## src/rtl/draw_pkg.sv

```systemverilog
// Shared types and VGA geometry for the draw scheduler and its arbiter.
package draw_pkg;

  typedef enum logic [1:0] {
    S_IDLE    = 2'd0,
    S_START   = 2'd1,
    S_BUSY    = 2'd2,
    S_RELEASE = 2'd3
  } draw_state_e;

  localparam int X_W      = 8;
  localparam int Y_W      = 7;
  localparam int C_W      = 3;
  localparam int SCREEN_W = 160;
  localparam int SCREEN_H = 120;

endpackage

```

## src/rtl/draw_arbiter.sv

```systemverilog
// Combinational winner pick: first requester found when scanning upward from ptr, wrapping.
module draw_arbiter
  import draw_pkg::*;
#(
  parameter int N_REQ = 4,
  parameter int IDW   = 2
) (
  input  logic [N_REQ-1:0] req,
  input  logic [IDW-1:0]   ptr,
  output logic [IDW-1:0]   idx,
  output logic             valid
);

  always_comb begin
    int cand;
    cand  = 0;
    idx   = '0;
    valid = 1'b0;
    for (int off = 0; off < N_REQ; off++) begin
      cand = (int'(ptr) + off) % N_REQ;
      if (!valid && req[cand]) begin
        valid = 1'b1;
        idx   = IDW'(cand);
      end
    end
  end

endmodule

```

## src/rtl/draw_scheduler.sv

```systemverilog
// Grants the single VGA write port to one draw engine at a time.
// Define DRAW_SCHEDULER_ROUND_ROBIN_EN for round-robin arbitration; default is fixed priority.
module draw_scheduler
  import draw_pkg::*;
#(
  parameter int N_REQ      = 4,
  parameter int IDW        = 2,
  parameter int MAX_CYCLES = 65535
) (
  input  logic               clk,
  input  logic               reset,
  input  logic [N_REQ-1:0]   req,
  input  logic [N_REQ-1:0]   done,
  input  logic [N_REQ*8-1:0] x_in,
  input  logic [N_REQ*7-1:0] y_in,
  input  logic [N_REQ*3-1:0] c_in,
  input  logic [N_REQ-1:0]   plot_in,
  output logic [N_REQ-1:0]   grant,
  output logic [N_REQ-1:0]   start,
  output logic [X_W-1:0]     x_out,
  output logic [Y_W-1:0]     y_out,
  output logic [C_W-1:0]     c_out,
  output logic               plot_out,
  output logic               busy,
  output logic [IDW-1:0]     active_id,
  output logic               timeout_err
);

  localparam int WD_W = (MAX_CYCLES > 2) ? $clog2(MAX_CYCLES) : 1;

  draw_state_e      state, next_state;
  logic [WD_W-1:0]  wd;
  logic [IDW-1:0]   win_id;
  logic             win_valid;
  logic [IDW-1:0]   ptr;
  logic [N_REQ-1:0] sel_onehot;
  logic             plot_r;
  logic             timeout_hit;

  draw_arbiter #(.N_REQ(N_REQ), .IDW(IDW)) u_arbiter (
    .req   (req),
    .ptr   (ptr),
    .idx   (win_id),
    .valid (win_valid)
  );

`ifdef DRAW_SCHEDULER_ROUND_ROBIN_EN
  logic [IDW-1:0] rr_ptr;

  // Pointer holds the next search start, so after reset the scan begins at engine 0.
  always_ff @(posedge clk) begin
    if (reset) begin
      rr_ptr <= '0;
    end else if (state == S_IDLE && win_valid) begin
      rr_ptr <= (win_id == IDW'(N_REQ - 1)) ? '0 : win_id + 1'b1;
    end
  end

  assign ptr = rr_ptr;
`else
  assign ptr = '0;
`endif

  assign sel_onehot = N_REQ'(1) << active_id;

  // A dropped req counts like done; done beats the watchdog on the limit cycle.
  always_comb begin
    next_state  = state;
    timeout_hit = 1'b0;
    grant       = '0;
    start       = '0;
    busy        = 1'b1;
    plot_out    = 1'b0;
    case (state)
      S_IDLE: begin
        busy = 1'b0;
        if (win_valid) next_state = S_START;
      end
      S_START: begin
        grant      = sel_onehot;
        start      = sel_onehot;
        next_state = S_BUSY;
      end
      S_BUSY: begin
        grant    = sel_onehot;
        plot_out = plot_r;
        if (done[active_id] || !req[active_id]) begin
          next_state = S_RELEASE;
        end else if (wd == WD_W'(MAX_CYCLES - 1)) begin
          next_state  = S_RELEASE;
          timeout_hit = 1'b1;
        end
      end
      S_RELEASE: next_state = S_IDLE;
      default:   next_state = S_IDLE;
    endcase
  end

  always_ff @(posedge clk) begin
    if (reset) begin
      state       <= S_IDLE;
      active_id   <= '0;
      wd          <= '0;
      timeout_err <= 1'b0;
      plot_r      <= 1'b0;
      x_out       <= '0;
      y_out       <= '0;
      c_out       <= '0;
    end else begin
      state <= next_state;
      if (state == S_IDLE && win_valid) active_id <= win_id;
      if (state == S_START)     wd <= '0;
      else if (state == S_BUSY) wd <= wd + 1'b1;
      if (timeout_hit) timeout_err <= 1'b1;
      // Only the owner's strobe is ever captured; others never reach the VGA port.
      plot_r <= (state == S_BUSY) && plot_in[active_id];
      if (state == S_BUSY) begin
        x_out <= x_in[int'(active_id)*X_W +: X_W];
        y_out <= y_in[int'(active_id)*Y_W +: Y_W];
        c_out <= c_in[int'(active_id)*C_W +: C_W];
      end
    end
  end

endmodule

```

## config.mk

```make
export PLATFORM = sky130hd
export DESIGN_NAME = draw_scheduler
export DESIGN_NICKNAME = d
export VERILOG_FILES = /design/src/rtl/draw_pkg.sv /design/src/rtl/draw_arbiter.sv /design/src/rtl/draw_scheduler.sv
export SDC_FILE = /design/constraint.sdc
export NUM_CORES = 1
export LEC_CHECK = 0
export ABC_AREA = 1
export CORE_ASPECT_RATIO = 1.75
export CORE_MARGIN = 3
export CORE_UTILIZATION = 36
export CTS_BUF_LIST = sky130_fd_sc_hd__clkbuf_16
export CTS_CLUSTER_DIAMETER = 200
export DETAILED_ROUTE_END_ITERATION = 7
export PLACE_DENSITY = 0.77
export SYNTH_ARGS = -nofsm -noshare
export SYNTH_HDL_FRONTEND = slang
export SYNTH_SLANG_ARGS = --single-unit
```

## constraint.sdc

```tcl
create_clock -name clk -period 1.5 [get_ports clk]
set_input_delay 0.225 -clock clk [delete_from_list [all_inputs] [get_ports clk]]
set_output_delay 0.225 -clock clk [all_outputs]
set_load 0.01 [all_outputs]
```

# --- Word level (Yosys, flattened, before mapping) ---
# Cells that the tools add are included.
word_totals:
  inputBits: 86
  ff_bits: 40
  elab_cells: 60
  out_inout_bits: 31
classes:
  eq_ne: 6
  n_mul: 2
  muxes: 24
  add_sub_neg: 1
  reduce_logical: 14
  n_shift: 4
  n_lt_le_gt_ge: 1
op_table:
  columns: ["cell", "n"]
  rows:
  - ["32-bit by 6-bit variable part select with 8-bit output", 1]
  - ["28-bit by 6-bit variable part select with 7-bit output", 1]
  - ["16-bit by 1-bit adder with 16-bit output (second input constant)", 1]
  - ["16-bit equality test (second input constant)", 1]
  - ["1-bit two-way mux", 13]
  - ["12-bit by 5-bit variable part select with 3-bit output", 1]
  - ["2-bit two-way mux", 5]
  - ["4-bit two-way mux", 2]
  - ["2-bit case mux with 4 select lines", 1]
  - ["1-bit binary-select mux with 2-bit select", 3]
  - ["1-bit logical AND", 5]
  - ["2-bit by 3-bit multiplier with 5-bit output (second input constant)", 1]
  - ["2-bit equality test (second input constant)", 2]
  - ["1-bit zero test", 4]
  - ["2-bit by 2-bit multiplier with 4-bit output (second input constant)", 1]
  - ["2-bit OR reduction", 2]
  - ["1-bit by 2-bit left shift with 4-bit output (first input constant)", 1]
  - ["2-bit by 3-bit less-than comparator with 1-bit output (second input constant)", 1]
  - ["3-bit inequality test (second input constant)", 1]
  - ["2-bit by 1-bit equality test with 1-bit output (second input constant)", 1]
  - ["2-bit zero test", 1]
  - ["2-bit inequality test (second input constant)", 1]
  - ["2-bit AND reduction", 1]
  - ["1-bit logical OR", 1]

# --- Longest topological paths before layout ---
# Gate-level depths: netlist of run 1.
logic_depth:
  depth_word: 12
  ltp_mapped: 11
  depth_no_buf: 11

# --- Cells and area by module ---
# From an unflattened synthesis of run 1, not the netlist that was laid out.
hier_totals:
  cells_unflattened: 406
  area_unflattened_um2: 2566.2
modules_own_cells:
  columns: ["mod", "n_inst", "cells_each", "seq_area_each_um2", "area_each_um2"]
  rows:
  - ["draw_scheduler", 1, 347, 800.8, 2247.2]
  - ["draw_arbiter", 1, 59, 0.0, 319.1]

# --- Least setup slack after synthesis of run 1 ---
# Ideal clock, no wire load.
synth_timing:
  path_type: "register to register"
  startpoint: "reg state[0]"
  endpoint: "reg wd[14]"
  t_arrival_ps: 1347
  period_less_slack_ps: 1463
  path_buffers: 1
  path_slack_ps: 37
  required_time_ps: 1384
  path_stages_with_launch: 10
  setup_time_ps: 116
  cell_sequence: "dfxtp_1 > inv_1 > ha_1 > buf_2 > and3_1 > nand2_1 > nor2_1 > nand3_1 > o21ai_0 > nor2_1"
synth_via:
  elab_chain_len: 2
  word_cells_on_any_way: 3
  cone_classes: "eq/ne: 2; reduce/logical: 1"
synth_lines:
  columns: ["item", "line", "source"]
  rows:
  - ["start: declaration", "draw_scheduler.sv:31", "draw_state_e state, next_state;"]
  - ["start signal: assignment", "draw_scheduler.sv:110", "state <= next_state;"]
  - ["2-bit by 1-bit equality test with 1-bit output", "draw_scheduler.sv:112", "if (state == S_START) wd <= '0;"]
  - ["2-bit OR reduction (no line)", null, null]
  - ["end signal: assignment", "draw_scheduler.sv:113", "else if (state == S_BUSY) wd <= wd + 1'b1;"]
  - ["end: declaration", "draw_scheduler.sv:32", "logic [WD_W-1:0] wd;"]
# Parallel ways exist; a longest one is shown, timed or not.
# A chain may end at the register's enable or synchronous reset.

# --- Final worst setup path of run 1 ---
layout_timing:
  startpoint: "reg state[1]"
  endpoint: "reg wd[14]"
# The elaborated chain is that of the path after synthesis.

==> results.json, run 1 <==
{
  "final_layout_size_suffix_gt1_share_pct": 16.8,
  "routed_via_density": 4.87,
  "grt.overflow.total": 0,
  "critPathTopFamily": "simple AND/OR/NAND/NOR gates",
  "cts_tree": "yes",
  "wl_um": 7860,
  "wl_per_cell_um": 13.7,
  "fin_crit_sh_pct": 101,
  "drc": 0,
  "die_w_um": 65.6,
  "syn_area_um2": 2240,
  "grtUsageTotal_pct": 21.4,
  "row_count": 37,
  "stdcell_count": 573,
  "setup_viol": 1,
  "cts_max_level": 2,
  "p_per_area_nw_per_um2": 1340,
  "clk_pin_slew_ns": 0.06,
  "n_antenna_cell": 0,
  "violations": "setup timing",
  "critPathBufInv": 2,
  "grt_pass1_vias": 2696,
  "final_max_slew_viol_count": 0,
  "syn_avg_cell_area_um2": 6.31,
  "antenna_found_initial": 0,
  "ioPinCount": 117,
  "clk_latency_ns": 0.28,
  "synth_area_leaders": "dfxtp_1 (36%), nand2_1 (23%), nor2_1 (7.2%)",
  "cp.arrival_ns": 1.69,
  "io_buffers": 116,
  "syn_to_final_growth_pct": 74.6,
  "die_y_um": 110,
  "synth_cells": 355,
  "syn-num-nets": 447,
  "start_util_pct": 37.5,
  "ys.flop_type": "dfxtp_1",
  "status": "complete, but fails checks",
  "peakVddDrop_mv": 0.661,
  "yosysUniqueCellTypes": 28,
  "synth_top_area_share_pct": 35.8,
  "clock_tree.buffer_depth": 2,
  "grt_max_degree": 20,
  "end_kind": "flip-flop",
  "dr.pass1.iters": 4,
  "crit_type": "reg -> reg",
  "final_nets": 586,
  "hold_class": "reg -> reg",
  "vias": 2792,
  "skew_ns": 0.00669,
  "clock.fmax_ghz": 0.661,
  "numCtsBuffers": 5,
  "cap_violations": 0,
  "detail-route-antenna-nets": 0,
  "tightest_slew_ns": 0.328,
  "period_minus_slack_ns": 1.51,
  "async_flop_share_pct": 0,
  "holdBufCountCts": 0,
  "critical_path.max_fanout": 6,
  "synth_most_common_cell": "nand2_1",
  "slew_headroom_pct": 78.1,
  "crit_top_cell": "buf_6",
  "synth-seq-cells": 40,
  "grt_pass1_wl_um": 12000,
  "hold_viol": 0,
  "synth_common_cells": "nand2_1 (136), nor2_1 (43), dfxtp_1 (40)",
  "ys_seq_area_share_pct": 35.8,
  "pre_cts_ws_ns": -0.197,
  "dp_cells": 561,
  "power_leakage_uw": 0.00154,
  "post-dp-hpwl_um": 5870,
  "clock-sinks": 40,
  "cp_slowest_cell": "dfxtp_4",
  "crit_chain": "buf_6 > ha_4 > buf_6 > and3_4 > nand2_4 > nor2_4 > nand3_2 > o21ai_1 > nor2_1",
  "finalSetupTns_ns": -0.0139,
  "place_congestion": 0.854,
  "core_area_um2": 5970,
  "required_ns": 1.67,
  "crit_path_start_kind": "flip-flop",
  "utilization_pct": 65.5,
  "worst_slack_ns": -0.0139,
  "power_uw": 5240,
  "synth-edff-count": 0,
  "synth_top_cell_by_area": "dfxtp_1",
  "rsz0062_at_grt": "true",
  "crit_path_max_incr_delay_ns": 0.36,
  "dr.first_iter.drc_count": 102,
  "dieArea_um2": 7240,
  "yosysWarnings": 0,
  "clockRootBuffer": "clkbuf_16"
}
[registers in the layout, indices dropped and copies added, names as in the netlist]
| signal | flops |
|---|---|
| wd | 16 |
| x_out | 8 |
| y_out | 7 |
| c_out | 3 |
| active_id | 2 |
| state | 2 |
| plot_r | 1 |
| timeout_err | 1 |
[kinds of logic after synthesis]
group | after synthesis | synth area share [%]
buf+inv | 41 | 7.60
fa+ha+maj | 6 | 3.35
compound gates | 56 | 14.3
xor+xnor | 2 | 0.782
simple gates | 210 | 38.2
flops | 40 | 35.8
[worst register-to-register path, delay by kind of cell (launching register included)]
family	cells	cell delay, ns
and+or+nand+nor	5	0.54
DFF	1	0.36
adders and majority gates	1	0.14
buffers and inverters	2	0.23
AOI/OAI and AO/OA	1	0.13
[per-layer routing]
metal  up-vias  part of all wire (%)  global-route usage, %
met5         -                     0                      0
met4         0                   3.0                   7.57
met3        21                   6.2                   4.87
met2       116                    54                   40.0
met1      1223                    36                   22.8
li1       1432                     -                      -
[repair_timing]
| action | 4_1_cts | 5_1_grt |
|---|---|---|
| setup endpoints to repair | 26 | 23 |
| pin swaps | 2 | 12 |
| buffers inserted | 3 | 2 |
| cloned | 0 | 0 |
| gates resized for setup | 54 | 30 |
[power by group]
part           internal [µW]  switching, µW
Clock                    604            409
Combinational           1370           1450
Sequential              1270            141
[layout by cell type, fill, tap and decap left out, types with 6 or more instances in the layout]
master           synthesis  routed
inv_2                    5       6
nor2_1                  43      35
nand2_1                136     132
a22oi_1                  6       6
inv_1                   19      15
buf_2                    9       7
a21oi_1                 26      26
clkdlybuf4s50_1          0     104
dfxtp_1                 40      35
nand3_1                  9       8
nand4_1                 14      14
o21ai_0                 12      11
buf_4                    1      27
[metrics by stage]
step           area [µm²]  hold WS (ns)
2_1_floorplan        2240         0.383
3_3_place_gp         3630         0.451
3_5_place_dp         3630         0.459
4_1_cts              3800         0.468
5_1_grt              3910         0.491
6_report             3910         0.464
[final timing paths]
kind                 start       end  slack, ns  cells past startpoint
setup / recovery  state[1]    wd[14]      -0.01                      9
hold / removal    x_out[5]  x_out[5]       0.46                      2
setup reg to reg  state[1]    wd[14]      -0.01                      9
hold reg to reg   x_out[5]  x_out[5]       0.46                      2
[layout make-up]
type | count | area, µm²
clock buffers | 5 | 125
multi-input cells | 274 | 1380
inverters | 25 | 105
fillers | 517 | 2060
clock inverters | 3 | 15.0
well taps | 78 | 97.6
flip-flops and latches | 40 | 810
repair buffers | 148 | 1380
Power figures use the tool's default switching activity.
==> run 2, diff against run 1 <==
--- a/config.mk
+++ b/config.mk
@@ -13,6 +13,7 @@
 export CTS_CLUSTER_DIAMETER = 200
 export DETAILED_ROUTE_END_ITERATION = 7
 export PLACE_DENSITY = 0.77
+export SLEW_MARGIN = 20
 export SYNTH_ARGS = -nofsm -noshare
 export SYNTH_HDL_FRONTEND = slang
 export SYNTH_SLANG_ARGS = --single-unit
==> results of run 2 <==
No change in the layout: final DEF, timing and power equal those of run 1.
